<file path="src/rtl/fir_tap_regfile.sv">
// rtl/fir_tap_regfile.sv - FIR tap register file: shifting delay line with byte-lane writes and dual read ports
module fir_tap_regfile #(
    parameter int DATA_W = 16,
    parameter int DEPTH  = 8,
    parameter int ADDR_W = 3
) (
    input  logic                clk,
    input  logic                rst,
    input  logic                wr_en,
    input  logic [ADDR_W-1:0]   wr_addr,
    input  logic [DATA_W-1:0]   wr_data,
    input  logic [DATA_W/8-1:0] wr_be,
    input  logic                shift_en,
    input  logic [DATA_W-1:0]   shift_in,
    input  logic                rd_en,
    input  logic [ADDR_W-1:0]   laddr,
    input  logic [ADDR_W-1:0]   raddr,
    output logic [DATA_W-1:0]   lout,
    output logic [DATA_W-1:0]   rout,
    output logic                rd_valid,
    output logic [ADDR_W:0]     fill_cnt,
    output logic                full,
    output logic                addr_err
);
    localparam int NB = DATA_W / 8;
    localparam logic [ADDR_W:0] DEPTH_C = (ADDR_W + 1)'(DEPTH);

    logic [DATA_W-1:0] mem_q [DEPTH];
    logic [DATA_W-1:0] mem_d [DEPTH];
    logic [DATA_W-1:0] lout_q, lout_d, rout_q, rout_d;
    logic              rd_valid_q, addr_err_q, addr_err_d;
    logic [ADDR_W:0]   fill_q, fill_d;
    logic              wr_ok, l_ok, r_ok;

    assign wr_ok = {1'b0, wr_addr} < DEPTH_C;
    assign l_ok  = {1'b0, laddr} < DEPTH_C;
    assign r_ok  = {1'b0, raddr} < DEPTH_C;

    // Shift is applied first so an addressed write lands on the post-shift entry.
    always_comb begin
        mem_d = mem_q;
        if (shift_en) begin
            for (int i = DEPTH - 1; i > 0; i--) begin
                mem_d[i] = mem_q[i-1];
            end
            mem_d[0] = shift_in;
        end
        if (wr_en && wr_ok) begin
            for (int i = 0; i < DEPTH; i++) begin
                if (wr_addr == ADDR_W'(i)) begin
                    for (int b = 0; b < NB; b++) begin
                        if (wr_be[b]) begin
                            mem_d[i][8*b +: 8] = wr_data[8*b +: 8];
                        end
                    end
                end
            end
        end
    end

    // Reads sample pre-edge contents; an out-of-range index yields zero on that port.
    always_comb begin
        lout_d = lout_q;
        rout_d = rout_q;
        if (rd_en) begin
            lout_d = '0;
            rout_d = '0;
            for (int i = 0; i < DEPTH; i++) begin
                if (laddr == ADDR_W'(i)) lout_d = mem_q[i];
                if (raddr == ADDR_W'(i)) rout_d = mem_q[i];
            end
        end
    end

    always_comb begin
        fill_d = fill_q;
        if (shift_en && (fill_q < DEPTH_C)) begin
            fill_d = fill_q + (ADDR_W + 1)'(1);
        end
        addr_err_d = (wr_en && !wr_ok) || (rd_en && (!l_ok || !r_ok));
    end

    always_ff @(posedge clk) begin
        if (rst) begin
            for (int i = 0; i < DEPTH; i++) begin
                mem_q[i] <= '0;
            end
            lout_q     <= '0;
            rout_q     <= '0;
            rd_valid_q <= 1'b0;
            fill_q     <= '0;
            addr_err_q <= 1'b0;
        end else begin
            mem_q      <= mem_d;
            lout_q     <= lout_d;
            rout_q     <= rout_d;
            rd_valid_q <= rd_en;
            fill_q     <= fill_d;
            addr_err_q <= addr_err_d;
        end
    end

    assign lout     = lout_q;
    assign rout     = rout_q;
    assign rd_valid = rd_valid_q;
    assign fill_cnt = fill_q;
    assign full     = (fill_q == DEPTH_C);
    assign addr_err = addr_err_q;
endmodule

</file>
<file path="config.mk">
export PLATFORM = sky130hd
export DESIGN_NAME = fir_tap_regfile
export DESIGN_NICKNAME = d
export VERILOG_FILES = /design/src/rtl/fir_tap_regfile.sv
export SDC_FILE = /design/constraint.sdc
export NUM_CORES = 1
export LEC_CHECK = 0
export CAP_MARGIN = 40
export CORE_UTILIZATION = 30
export CTS_BUF_LIST = sky130_fd_sc_hd__clkbuf_2 sky130_fd_sc_hd__clkbuf_4 sky130_fd_sc_hd__clkbuf_8
export DETAILED_ROUTE_END_ITERATION = 10
export GPL_TIMING_DRIVEN = 1
export PLACE_DENSITY = 0.47
export SLEW_MARGIN = 20
export SYNTH_ARGS = -nofsm -noshare
export SYNTH_HDL_FRONTEND = slang
export SYNTH_SLANG_ARGS = --single-unit
</file>
<file path="constraint.sdc">
create_clock -name clk -period 1.7 [get_ports clk]
set_input_delay 0.34 -clock clk [delete_from_list [all_inputs] [get_ports clk]]
set_output_delay 0.34 -clock clk [all_outputs]
set_load 0.005 [all_outputs]
</file>
* After elaboration in Yosys (flattened, before gate mapping)
Cells that the tools add are included.
** Word-level totals
- Flip-flop bits (word level) :: 165
- Input port bits :: 48
** Cells by class
- $add $sub $neg :: 1
- $lt $le $gt $ge :: 1
- Equal/unequal tests :: 22
- Mux-type cells :: 42
- Reductions and logical operators :: 4
** Operator list (count)
- $mux W16 :: 24
- $mux W128 :: 2
- $mux W8 :: 16
- $eq A3 B3 Y1 const B :: 12
- $eq A3 B2 Y1 const B :: 6
- $eq A3 B1 Y1 const B :: 3
- $logic_not A3 Y1 :: 3
- $add A4 B1 Y4 const B :: 1
- $eq A4 B4 Y1 const B :: 1
- $lt A4 B4 Y1 const B :: 1
- $logic_and A1 B1 Y1 :: 1

* Longest topological paths before layout
Gate-level depths: netlist of run 1.
- Word-level depth :: 9
- Gate-level depth with buffers :: 7
- Gate-level depth less buffers :: 4

* Least setup slack after synthesis of run 1
No wires, ideal clock.
- Kind :: input to register
- Start point :: input port raddr[0]
- End point :: register rout_q[14], in the netlist rout[14]
- Setup time :: 0.117 ns
- Arrival :: 1.418 ns
- Required time :: 1.583 ns
- Setup slack :: 0.165 ns
- Stages on the path :: 5
- Cells stage by stage :: buf_2 > mux4_2 > nand2_1 > o21ai_0 > a32o_1
** Between the ends
- Cells in the longest elaborated chain, start to end :: 9
- Elaborated cells between the ends (all ways) :: 16
- Those cells by class :: 7 x eq/ne; 8 x mux; 1 x reduce/logical
** RTL lines
- start, declared :: line 17 : input logic [ADDR_W-1:0] raddr,
- $logic_not A3 Y1 :: line 70 : if (raddr == ADDR_W'(i)) rout_d = mem_q[i];
- $mux W16 (7 in a row) :: line 70
- $mux W16 (*) :: line 70
- end signal, assigned :: line 96 : rout_q <= rout_d;
- end, declared :: line 30 : logic [DATA_W-1:0] lout_q, lout_d, rout_q, rout_d;
Every way passes the cells marked *; elsewhere a longest branch is shown, timed or not.
A chain may end at the register's enable or synchronous reset.

* Worst setup path after layout of run 1
- Start point :: register rout_q[7], in the netlist rout[7]
- End point :: output port rout[7]
** RTL lines
- end, declared :: line 19 : output logic [DATA_W-1:0] rout,
No word-level cell between the ends.

==> qor.yml, run 1 <==
outcome: "finished, violations left"
violations: "design-rule violations"
antennaDiodeCount: 0
seq_area_um2: 3330
drc: 14
max-cap-violations: 0
ir_worst_vdd_mv: 0.402
synth-edff-count: 0
grt_overflow: 0
power-per-cell-area_nw_per_um2: 727
clkTransAtPathRegs_ps: 100
relSlewSlack_pct: 60.9
critPathRequiredTime_ps: 1360
worstPathCellList: "clkdlybuf4s50_1"
pre_cts_ws_ps: -407
mappedNetlistArea_um2: 9400
cpLargestDelayFamily: "buffers and inverters"
max_freq_mhz: 606
ys_types: 46
min_path_type: "primary input to register"
synth_cells: 1047
area_growth_pct: 24.4
drive_gt1_share_pct: 19.4
hpwl_um: 22900
vias: 8289
antenna_found_initial: 0
setup_ws_ps: 50.4
cts_root_buf: "clkbuf_8"
clk_path_buf_depth: 2
yosys_register_bits: 165
crit_slowest_cell: "clkdlybuf4s50_1"
grt_pass1_vias: 7607
first_pass_iters: 8
die_height_um: 179
maxSlewViolCount: 0
start_util_pct: 30.6
final_nets: 1194
finish.utilization_pct: 38.0
yosysSeqAreaShare_pct: 35.1
routedWlPerCell_um: 20.2
clkLatencyLatePin_ps: 470
rsz0062_at_grt: "true"
routed_wl_um: 31300
syn_avg_cell_area_um2: 8.98
synth-warning-count: 0
layout_common_cells: "mux2i_1 (187), dfxtp_1 (145), a211oi_1 (142), nor2_1 (141), buf_4 (80)"
finalCritPeriodShare_pct: 97.0
port_buffers: 85
final_common_cell: "mux2i_1"
synth_ff_type: "dfxtp_1"
ios: 87
grt_max_degree: 85
grtUsageTotal_pct: 20.0
syn_nets: 1097
hold_violations: 0
die_w_um: 179
period_minus_slack_ps: 1650
dieArea_um2: 32100
num_rows: 64
cp.arrival_ps: 1310
grt_pass1_wl_um: 48400
multi_input_area_um2: 5480
drt_iter0_drc: 638
cts_buffers: 17
h-tree-depth: 4
critPathLaunchType: "register"
gp_congestion: 0.814
p_leak_nw: 4.79
fillers: 3169
core_area_um2: 30700
cts_tree: "yes"
cp_num_buf_inv: 1
worstMarginPinSlew_ps: 587
drtAntennaViolNets: 0
critPathMaxFanout: 2
cpPeakStageDelay_ps: 490
end_kind: "output pin"
clkSinkCount: 165
async_reset_ff_share_pct: 0
path_class: "register to output pin"
setup_viol_count_final: 0
skew_ps: 11.9
via_per_inst: 5.34
-- synthesized netlist by cell type, types with 8 or more instances --
library cell	n	area (um2)
a211oi_1	142	1070
inv_1	8	30.0
buf_1	10	37.5
o21ai_0	48	240
mux4_2	8	180
nor2_1	142	533
nand4_1	10	62.6
nand3_1	8	40.0
mux2_2	23	259
dfxtp_1	165	3300
buf_2	49	245
o211ai_1	17	128
buf_4	13	97.6
o22ai_1	26	163
a31o_2	22	193
nor2b_1	17	106
clkbuf_1	29	109
nand2_1	58	218
mux2i_1	187	1870
o221ai_1	13	114
-- worst paths after layout --
path         slack (ps)        to  cells past startpoint        from
max reg2reg         150  lout[13]                      4  mem_q[125]
min reg2reg         480  rout[14]                      1    rout[14]
min                 140   rout[7]                      2         rst
max                  50   rout[7]                      1     rout[7]
-- layer usage --
layer	up-vias	part of all wire (%)	wire length [um]	track usage (%)
li1	4081	-	-	-
met1	3967	55	17300	33.2
met2	222	39	12100	25.9
met3	19	5.4	1680	3.29
met4	0	0.68	214	4.13
met5	-	0	0	0
-- layout make-up --
type	count	share of cell area, %
clock buffer	22	2.48
multi-input combinational	760	46.8
timing repair buffer	191	16.8
inverter	9	0.289
sequential	165	28.5
clock inverter	10	0.824
tap	396	4.24
-- registers in the layout, indices dropped and copies added (netlist names) --
signal    count
fill_cnt      4
rd_valid      1
rout         16
mem_q       128
lout         16
-- where the power goes --
| group | internal [mW] | leakage [nW] | switching, mW |
|---|---|---|---|
| sequential | 4.01 | 1.35 | 0.172 |
| clock | 1.31 | 0.189 | 1.55 |
| combinational | 0.703 | 3.25 | 0.745 |
| total | 6.03 | 4.79 | 2.47 |
-- what timing repair did --
action / CTS / global route
gates resized for setup: 46 / 14
hold buffers: 0 / 0
buffers inserted: 2 / 1
endpoints found under the setup margin: 31 / 13
-- through the flow --
| step | setup TNS [ps] | hold WS, ps | cells | area, um2 | power, mW |
|---|---|---|---|---|---|
| 3_3_place_gp | -21580 | 473 | 1518 | 11300 | 5.72 |
| 2_1_floorplan | 0 | 466 | 1047 | 9400 | 5.05 |
| 6_report | 0 | 144 | 1553 | 11700 | 8.50 |
| 3_5_place_dp | -22300 | 476 | 1518 | 11300 | 5.73 |
| 5_1_grt | -4.21 | 123 | 1553 | 11700 | 8.86 |
| 4_1_cts | -50.3 | 122 | 1552 | 11700 | 8.58 |
-- logic make-up (layout without fill, tap and decap cells) --
| kind of cell | count (synthesis) | count (layout) | synth area share [%] |
|---|---|---|---|
| xor+xnor | 2 | 2 | 0.186 |
| flops | 165 | 165 | 35.1 |
| other cells | 1 | 1 | 0.0399 |
| compound gates | 281 | 281 | 21.3 |
| simple gates | 256 | 256 | 11.7 |
| buf+inv | 122 | 232 | 6.76 |
| fa+ha+maj | 2 | 2 | 0.266 |
| mux | 218 | 218 | 24.6 |
Note: power is estimated with default switching activity, not from simulation.
==> run 2: changes to the inputs <==
--- a/config.mk
+++ b/config.mk
@@ -6,6 +6,7 @@
 export NUM_CORES = 1
 export LEC_CHECK = 0
 export CAP_MARGIN = 40
+export CORE_MARGIN = 1
 export CORE_UTILIZATION = 30
 export CTS_BUF_LIST = sky130_fd_sc_hd__clkbuf_2 sky130_fd_sc_hd__clkbuf_4 sky130_fd_sc_hd__clkbuf_8
 export DETAILED_ROUTE_END_ITERATION = 10
==> results of run 2 <==
The final DEF is identical to that of run 1; final timing and power are the same.
==> run 3: changes to the inputs <==
--- a/config.mk
+++ b/config.mk
@@ -7,11 +7,12 @@
 export LEC_CHECK = 0
 export CAP_MARGIN = 40
 export CORE_MARGIN = 1
-export CORE_UTILIZATION = 30
+export CORE_UTILIZATION = 45
 export CTS_BUF_LIST = sky130_fd_sc_hd__clkbuf_2 sky130_fd_sc_hd__clkbuf_4 sky130_fd_sc_hd__clkbuf_8
 export DETAILED_ROUTE_END_ITERATION = 10
 export GPL_TIMING_DRIVEN = 1
-export PLACE_DENSITY = 0.47
+export PLACE_DENSITY = 0.65
+export REMOVE_ABC_BUFFERS = 1
 export SLEW_MARGIN = 20
 export SYNTH_ARGS = -nofsm -noshare
 export SYNTH_HDL_FRONTEND = slang
==> qor.yml, run 3 (synthesis results as in run 1) <==
die_w_um: 147  # -18%
period_minus_slack_ps: 1670  # +15.7 ps
hpwl_um: 19100  # -16%
grt_overflow: 0  # unchanged
max-cap-violations: 0  # unchanged
area_growth_pct: 23.2
grt_pass1_vias: 7795  # +2.5%
cts_tree: "yes"
place_inst: 1380  # -9.1%
timing.setup.tns_ps: 0  # unchanged
top_register: "mem_q"
die_height_um: 147  # -18%
worstPathCellList: "clkdlybuf4s50_1"
layout_common_cells: "mux2i_1 (187), a211oi_1 (142), nor2_1 (141), dfxtp_1 (138), clkdlybuf4s50_1 (70)"
dpl_cell_area_um2: 11000  # -2.1%
gp_congestion: 0.861  # +5.8%
clk_path_buf_depth: 2  # unchanged
stdcell_area_um2: 11600  # -0.95%
clkLatencyLatePin_ps: 470  # about the same
drtAntennaViolNets: 0  # unchanged
routed_wl_um: 28400  # -9.2%
setup_ws_ps: 34.7  # -15.7 ps
path_class: "register to output pin"
rsz0062_at_grt: "false"
vias: 8478  # +2.3%
grt_max_degree: 51  # -40%
cp_num_buf_inv: 1  # unchanged
drive_gt1_share_pct: 19.2  # -0.27 points
first_pass_iters: 5  # -3
outcome: "finished, final reports clean"
cp.arrival_ps: 1330  # +20 ps
reg2reg_to: "rout[13]"
rrSetupSlack_ps: 340  # +190 ps
antenna_found_initial: 0  # unchanged
clkSinkCount: 165  # unchanged
final_cells: 1417  # -8.8%
p_leak_nw: 4.68  # -2.3%
cp.depth: 1  # unchanged
end_kind: "output pin"
pre_cts_ws_ps: -429  # -21.7 ps
h-tree-depth: 4  # unchanged
drc: 0  # -14
cts_root_buf: "clkbuf_8"
dieArea_um2: 21500  # -33%
clkTransAtPathRegs_ps: 90  # about the same
cp-startpoint: "lout[2]"
hold_violations: 0  # unchanged
drt_iter0_drc: 671  # +5.2%
cpPeakStageDelay_ps: 500  # about the same
r2r_start: "mem_q[61]"
num_rows: 52  # -19%
ir_worst_vdd_mv: 0.488  # +21%
final_nets: 1184  # -0.84%
setup_viol_count_final: 0  # unchanged
core_area_um2: 20400  # -34%
maxSlewViolCount: 0  # unchanged
grtUsageTotal_pct: 26.6  # +6.5 points
power-per-cell-area_nw_per_um2: 770  # +6.0%
skew_ps: 14.8  # +2.88 ps
grt_pass1_wl_um: 44400  # -8.3%
finalCritPeriodShare_pct: 98.0  # +0.93 points
final_common_cell: "mux2i_1"
r2r_cells: 4  # unchanged
critPathMaxFanout: 2  # unchanged
via_per_inst: 5.98  # +12%
critPathLaunchType: "register"
cpLargestDelayFamily: "buffers and inverters"
cts_buffers: 17  # unchanged
largest_reg_flops: 128  # unchanged
routedWlPerCell_um: 20.1  # -0.52%
start_util_pct: 46.2  # +16 points
critPathCapture: "lout[2]"
antennaDiodeCount: 0  # unchanged
port_buffers: 85  # unchanged
ios: 87  # unchanged
critPathRequiredTime_ps: 1360  # about the same
p_total_mw: 8.92  # +4.9%
crit_slowest_cell: "clkdlybuf4s50_1"
min_path_type: "primary input to register"
max_freq_mhz: 600  # -0.95%
[run 3: changes by cell type in the layout (fill, tap and decap cells not counted), sizes merged]
cell,change
buf,-11
bufinv,+4
clkbuf,+2
clkdlybuf4s50,+21
clkinv,-1
clkinvlp,-2
dlygate4sd2,-20
dlymetal6s2s,-1
inv,-2
[run 3: layout make-up]
type	count	area (um2)
Clock buffer	23	285
Clock inverter	9	175
Fill cell	1828	8780
Inverter	9	33.8
Multi-Input combinational cell	760	5470
Sequential cell	165	3340
Tap cell	270	338
Timing Repair Buffer	181	1940
[run 3: worst min-delay path by stage]
stage,startpoint,cells past startpoint,slack [ps],end
floorplan,rst,1,410,rout[11]
global placement,rout[1],2,470,rout[1]
detailed placement,lout[13],2,480,lout[13]
global route,rst,2,150,mem_q[2]
CTS,rst,2,130,mem_q[2]
finish,rst,2,150,mem_q[2]
[run 3: power breakdown]
group	leakage, nW	switching [mW]	internal (mW)	total, mW
clock	0.231	1.46	1.86	3.33
combinational	3.09	0.718	0.707	1.43
sequential	1.35	0.151	4.02	4.17
[run 3: per-layer routing]
layer / vias to the layer above / track usage [%] / wire length [um]
met4: 0 / 9.48 / 682
met3: 46 / 4.16 / 1800
met5: - / 0 / 0
li1: 4059 / - / -
met2: 324 / 41.4 / 12800
met1: 4049 / 37.1 / 13100
[run 3: timing repair]
item | 4_1_cts | 5_1_grt
hold buffers | 0 | 0
resized for setup | 25 | 14
setup buffers | 1 | 3
pin swaps | 0 | 0
gates cloned | 0 | 1
endpoints found under the setup margin | 21 | 18
[run 3: metrics by stage]
stage	utilization [%]	hold WS [ps]
finish	56.9	148
detailed placement	54.2	476
global route	56.9	148
CTS	56.6	133
floorplan	-	412
global placement	54.2	474
